--- src/rtl/mem_stage.sv ---
// RV32 memory-access stage: drives the req/gnt/rvalid data-memory port,
// formats load data and registers the MEM/WB pipeline outputs.

package riscv_pkg;
    typedef enum logic [4:0] {
        ADD, SUB, AND, OR, XOR, SLL, SRL, SRA, SLT, SLTU,
        LUI, AUIPC, JAL, JALR, BEQ, BNE, BLT, BGE, BLTU, BGEU,
        LB, LH, LW, LBU, LHU, SB, SH, SW
    } alu_ctrl_e;
endpackage

module mem_stage
    import riscv_pkg::*;
#(
    parameter int              XLEN     = 32,
    parameter logic [XLEN-1:0] RESET_PC = 32'h8000_0000
) (
    input  logic            clk_i,
    input  logic            rst_i,
    input  logic            tb_update_i,
    output logic            tb_update_o,
    input  logic [XLEN-1:0] pcM_i,
    input  logic [XLEN-1:0] instrM_i,
    input  alu_ctrl_e       operationM_i,
    input  logic [XLEN-1:0] rdM_data_i,
    input  logic [4:0]      rdM_addr_i,
    input  logic            rdM_wr_ena_i,
    input  logic            memM_wr_ena_i,
    input  logic [XLEN-1:0] memM_addr_i,
    input  logic [XLEN-1:0] memM_wr_data_i,
    output logic            dmem_req_o,
    output logic            dmem_we_o,
    output logic [XLEN-1:0] dmem_addr_o,
    output logic [3:0]      dmem_be_o,
    output logic [XLEN-1:0] dmem_wdata_o,
    input  logic            dmem_gnt_i,
    input  logic            dmem_rvalid_i,
    input  logic [XLEN-1:0] dmem_rdata_i,
    output logic            stall_o,
    output logic [XLEN-1:0] forwM_data_o,
    output logic [XLEN-1:0] pcM_o,
    output logic [XLEN-1:0] instrM_o,
    output logic [XLEN-1:0] rdM_data_o,
    output logic [4:0]      rdM_addr_o,
    output logic            rdM_wr_ena_o,
    output logic            misaligned_o
);

    typedef enum logic [1:0] {IDLE, REQ, WAIT} state_e;

    state_e          r_state;
    state_e          w_nextState;
    alu_ctrl_e       r_latOp;
    logic [1:0]      r_latOff;
    logic            w_isLoad, w_isStoreOp, w_isStore, w_isHalf, w_isWord;
    logic            w_memOp, w_misaligned, w_aligned;
    logic            w_req, w_grant, w_done;
    logic [3:0]      w_be;
    logic [XLEN-1:0] w_wdata, w_loadData;
    logic [7:0]      w_byte;
    logic [15:0]     w_half;

    always_comb begin
        w_isLoad    = 1'b0;
        w_isStoreOp = 1'b0;
        w_isHalf    = 1'b0;
        w_isWord    = 1'b0;
        case (operationM_i)
            LB, LBU: w_isLoad = 1'b1;
            LH, LHU: begin w_isLoad = 1'b1; w_isHalf = 1'b1; end
            LW:      begin w_isLoad = 1'b1; w_isWord = 1'b1; end
            SB:      w_isStoreOp = 1'b1;
            SH:      begin w_isStoreOp = 1'b1; w_isHalf = 1'b1; end
            SW:      begin w_isStoreOp = 1'b1; w_isWord = 1'b1; end
            default: ;
        endcase
    end

    assign w_isStore    = w_isStoreOp & memM_wr_ena_i;
    assign w_memOp      = w_isLoad | w_isStore;
    assign w_misaligned = w_memOp & ((w_isHalf & memM_addr_i[0]) | (w_isWord & (|memM_addr_i[1:0])));
    assign w_aligned    = w_memOp & ~w_misaligned;

    // The EX/MEM inputs are frozen by stall_o, so REQ/WAIT can keep using them directly.
    always_comb begin
        w_nextState = r_state;
        w_req       = 1'b0;
        w_grant     = 1'b0;
        w_done      = 1'b0;
        case (r_state)
            IDLE: begin
                if (w_aligned) begin
                    w_req = 1'b1;
                    if (dmem_gnt_i) begin
                        w_grant = 1'b1;
                        if (w_isStore) w_done = 1'b1;
                        else           w_nextState = WAIT;
                    end else begin
                        w_nextState = REQ;
                    end
                end
            end
            REQ: begin
                w_req = 1'b1;
                if (dmem_gnt_i) begin
                    w_grant = 1'b1;
                    if (w_isStore) begin
                        w_done      = 1'b1;
                        w_nextState = IDLE;
                    end else begin
                        w_nextState = WAIT;
                    end
                end
            end
            WAIT: begin
                if (dmem_rvalid_i) begin
                    w_done      = 1'b1;
                    w_nextState = IDLE;
                end
            end
            default: w_nextState = IDLE;
        endcase
    end

    always_ff @(posedge clk_i) begin
        if (rst_i) begin
            r_state  <= IDLE;
            r_latOp  <= ADD;
            r_latOff <= 2'b00;
        end else begin
            r_state <= w_nextState;
            if (w_grant) begin
                r_latOp  <= operationM_i;
                r_latOff <= memM_addr_i[1:0];
            end
        end
    end

    always_comb begin
        w_be    = 4'b1111;
        w_wdata = memM_wr_data_i;
        case (operationM_i)
            SB: begin
                w_be    = 4'b0001 << memM_addr_i[1:0];
                w_wdata = {4{memM_wr_data_i[7:0]}};
            end
            SH: begin
                w_be    = memM_addr_i[1] ? 4'b1100 : 4'b0011;
                w_wdata = {2{memM_wr_data_i[15:0]}};
            end
            default: ;
        endcase
    end

    assign w_byte = dmem_rdata_i[{r_latOff, 3'b000} +: 8];
    assign w_half = r_latOff[1] ? dmem_rdata_i[31:16] : dmem_rdata_i[15:0];

    always_comb begin
        w_loadData = dmem_rdata_i;
        case (r_latOp)
            LB:      w_loadData = {{24{w_byte[7]}}, w_byte};
            LBU:     w_loadData = {24'h0, w_byte};
            LH:      w_loadData = {{16{w_half[15]}}, w_half};
            LHU:     w_loadData = {16'h0, w_half};
            default: ;
        endcase
    end

    assign dmem_req_o   = w_req & ~rst_i;
    assign dmem_we_o    = w_isStore;
    assign dmem_addr_o  = {memM_addr_i[XLEN-1:2], 2'b00};
    assign dmem_be_o    = w_be;
    assign dmem_wdata_o = w_wdata;
    assign stall_o      = w_aligned & ~w_done;
    assign forwM_data_o = rdM_data_i;

    // While stalled a bubble enters WB; data-path fields keep their old value.
    always_ff @(posedge clk_i) begin
        if (rst_i) begin
            pcM_o        <= RESET_PC;
            instrM_o     <= 32'h0000_0013;
            rdM_data_o   <= '0;
            rdM_addr_o   <= '0;
            rdM_wr_ena_o <= 1'b0;
            tb_update_o  <= 1'b0;
            misaligned_o <= 1'b0;
        end else if (stall_o) begin
            instrM_o     <= 32'h0000_0013;
            rdM_wr_ena_o <= 1'b0;
            tb_update_o  <= 1'b0;
            misaligned_o <= 1'b0;
        end else begin
            pcM_o        <= pcM_i;
            instrM_o     <= instrM_i;
            rdM_data_o   <= w_isLoad ? w_loadData : rdM_data_i;
            rdM_addr_o   <= rdM_addr_i;
            tb_update_o  <= tb_update_i;
            misaligned_o <= w_misaligned;
            if (w_misaligned || w_isStore) rdM_wr_ena_o <= 1'b0;
            else if (w_isLoad)             rdM_wr_ena_o <= rdM_wr_ena_i & (|rdM_addr_i);
            else                           rdM_wr_ena_o <= rdM_wr_ena_i;
        end
    end

endmodule

--- config.mk ---
export PLATFORM = sky130hd
export DESIGN_NAME = mem_stage
export DESIGN_NICKNAME = d
export VERILOG_FILES = /design/src/rtl/mem_stage.sv
export SDC_FILE = /design/constraint.sdc
export NUM_CORES = 1
export LEC_CHECK = 0
export CAP_MARGIN = 20
export CORE_AREA = 2 2 161 163
export DETAILED_ROUTE_END_ITERATION = 6
export DIE_AREA = 0 0 163 165
export GPL_TIMING_DRIVEN = 1
export PLACE_DENSITY = 0.62
export SETUP_SLACK_MARGIN = 0.15
export SLEW_MARGIN = 20
export SYNTH_ARGS = -nofsm -noshare
export SYNTH_HDL_FRONTEND = slang
export SYNTH_SLANG_ARGS = --single-unit
--- constraint.sdc ---
create_clock -name clk_i -period 8.41 [get_ports clk_i]
set_input_delay 2.523 -clock clk_i [delete_from_list [all_inputs] [get_ports clk_i]]
set_output_delay 2.523 -clock clk_i [all_outputs]
set_load 0.005 [all_outputs]
==> results.yml <==
status:
  status: "complete, no violations"
cells_and_area:
  final_nets: 1170
  final_common_cell: "clkdlybuf4s50_1"
  final_util_pct: 39.3
  final_cell_mix: "clkdlybuf4s50_1 (352), dfxtp_1 (113), nand2_1 (56)"
  area_growth_pct: 62.3
  drive_gt1_share_pct: 8.52
drt:
  drt-total-wl_um: 23900
  dr.pass1.iters: 5
  drc: 0
  vias: 6344
  via_per_inst: 4.86
  wire_per_inst_um: 18.3
  drt_iter0_markers: 411
  ant_nets: 0
timing:
  period_minus_slack_ps: 7710
  setup_viol: 0
  fin_crit_sh_pct: 91.7
  slew_viol_final: 0
  fmax_ghz: 0.130
  rsz0062_at_grt: "no"
  slew_headroom_pct: 37.2
  clock_skew_ps: 7.39
  final-hold-violation-count: 0
  setup-tns-final_ps: 0
  worst_pin_slew_ps: 941
worst_setup_path:
  r2r_start: "r_latOff[1]"
  crit_type: "in -> out"
  reg2reg_depth: 5
  critical-path-slowest-cell: "clkdlybuf4s50_1"
  cp-start-kind: "input pin"
  crit_top_cell: "clkdlybuf4s50_1"
  cp_slowest_stage_delay_ps: 600
  path_cells: "clkdlybuf4s50_1, and4bb_1, o21ai_1, a21o_2, nand2_4, inv_2, clkdlybuf4s50_1"
  worstPathArrival_ps: 5190
  critPathMaxFanout: 24
  ff2ff_setup_slack_ps: 5710
  end_kind: "output pin"
  r2r-end: "rdM_data_o[14]"
  required_ps: 5890
clock_network:
  cts.htree.levels: 4
  post_cts_buffers: 0
  cts_sinks: 113
  cts_resized: 0
  cts_hold_buf: 0
  clockRootBuffer: "clkbuf_16"
  numCtsBuffers: 17
  clkLatencyLatePin_ps: 400
  cts_tree: "built"
  clkTransAtPathRegs_ps: 60
  clk_path_buf_depth: 2
yosys:
  synth_top_family_by_area: "compound AO/OA/AOI/OAI gates"
  synth_warnings: 0
  async_reset_ff_share_pct: 0
  synth_mux_area_share_pct: 5.51
  yosys.area_share.simple_pct: 18.2
  synth_edf_count: 0
  synth-xor-area-share_pct: 0.413
  synth_area_um2: 6060
  yosysUniqueCellTypes: 63
  synth-adder-area-share_pct: 0
  synthCells: 707
  ys_ff_latch: 113
  synthFlopType: "dfxtp_1"
  postSynthAreaPerCell_um2: 8.57
  synth_compound_area_share_pct: 23.4
  seq_area_frac_synth_pct: 37.3
grt:
  grt_pass1_wl_um: 34900
  use_met3_pct: 4.12
  busiest_layer: "met2"
  first_global_vias: 6148
  met2_usage_pct: 29.3
  antenna_found_initial: 2
  grtUsageTotal_pct: 16.9
  grt_remaining_overflow: 0
  grt_max_degree: 50
  use_met1_pct: 19.8
hold_path:
  min_from: "pcM_o[14]"
  hold_path_depth: 2
  hold_end: "pcM_o[14]"
  hold_path_class: "reg -> reg"
floorplanning:
  rows: 58
  die_h_um: 165
  die_width_um: 163
  start_util_pct: 24.2
  ioPinCount: 416
  die-area_um2: 26900
  core_um2: 25000
placement:
  port_buffers: 353
  globalplace.congestion: 0.833
  dpl.hpwl_um: 17800
power:
  power_density_nw_per_um2: 167
  leakagePower_nw: 3.60
  peakVddDrop_mv: 0.101
job:
  drv_cap: 0
## synthesized netlist by cell type (all sizes together) (15+ instances only)
cell type,n,area (um^2)
inv,15,56.3
clkbuf,25,96.3
and2,30,188
nand2,58,233
o21ai,62,352
a21oi,57,297
nand3,43,225
buf,103,758
mux2,17,191
dfxtp,113,2260
o32ai,16,155
nor2,27,104
## through the flow
step                cells  hold slack (ps)  total power (W)  instance area (um^2)  worst slack (ps)
floorplan             708              438         0.000746                  6070              2060
global placement     1271              449         0.000948                  9240               778
detailed placement   1271              454         0.000951                  9240               679
CTS                  1303              463          0.00167                  9810               686
global route         1305              485          0.00173                  9840               546
finish               1305              462          0.00165                  9840               701
## where the power goes
part,total (W),leakage [nW],internal [W],switching [W]
registers,0.000595,0.938,0.000574,0.0000219
clock network,0.000708,0.277,0.000416,0.000292
logic,0.000343,2.38,0.000209,0.000135
total,0.00165,3.60,0.00120,0.000449
## registers in the layout, summed over array words and instances (netlist names)
signal / flops
tb_update_o: 1
rdM_addr_o: 5
instrM_o: 32
rdM_data_o: 32
r_latOff: 2
misaligned_o: 1
r_latOp: 5
rdM_wr_ena_o: 1
r_state: 2
pcM_o: 32
## worst max-delay path by stage
stage / start / to / slack [ps] / depth (start not counted)
after floorplan: operationM_i[4] / dmem_wdata_o[21] / 2060 / 7
after global placement: operationM_i[0] / stall_o / 780 / 7
after detailed placement: operationM_i[0] / stall_o / 680 / 7
after CTS: operationM_i[0] / stall_o / 690 / 7
after global routing: operationM_i[0] / stall_o / 550 / 7
final: operationM_i[0] / stall_o / 700 / 7
## per-layer routing
metal,up-vias,wire length (um)
met3,38,1720
met5,-,0
met1,2994,9380
li1,2993,-
met2,319,12000
met4,0,750
## worst max-delay path: cells and delay by family
| kind | cells | cell delay [ps] |
|---|---|---|
| AOI/OAI and AO/OA | 2 | 670 |
| buffers and inverters | 3 | 1380 |
| and+or+nand+nor | 2 | 580 |
## kinds of logic after synthesis
logic type	after synthesis
flip-flops	113
multiplexers	30
AND/OR/NAND/NOR	210
buffers and inverters	143
other	1
AO/OA/AOI/OAI	208
XOR/XNOR	2
## cell type report
class                           instances  area [um^2]
Antenna cell                            1         2.50
Tap cell                              330          413
Timing Repair Buffer                  362         3620
Clock buffer                           17          425
Fill cell                            2526        15200
Clock inverter                         15          149
Sequential cell                       113         2260
Inverter                               15         56.3
Multi-Input combinational cell        452         2920
Note: power is estimated with default switching activity, not from simulation.
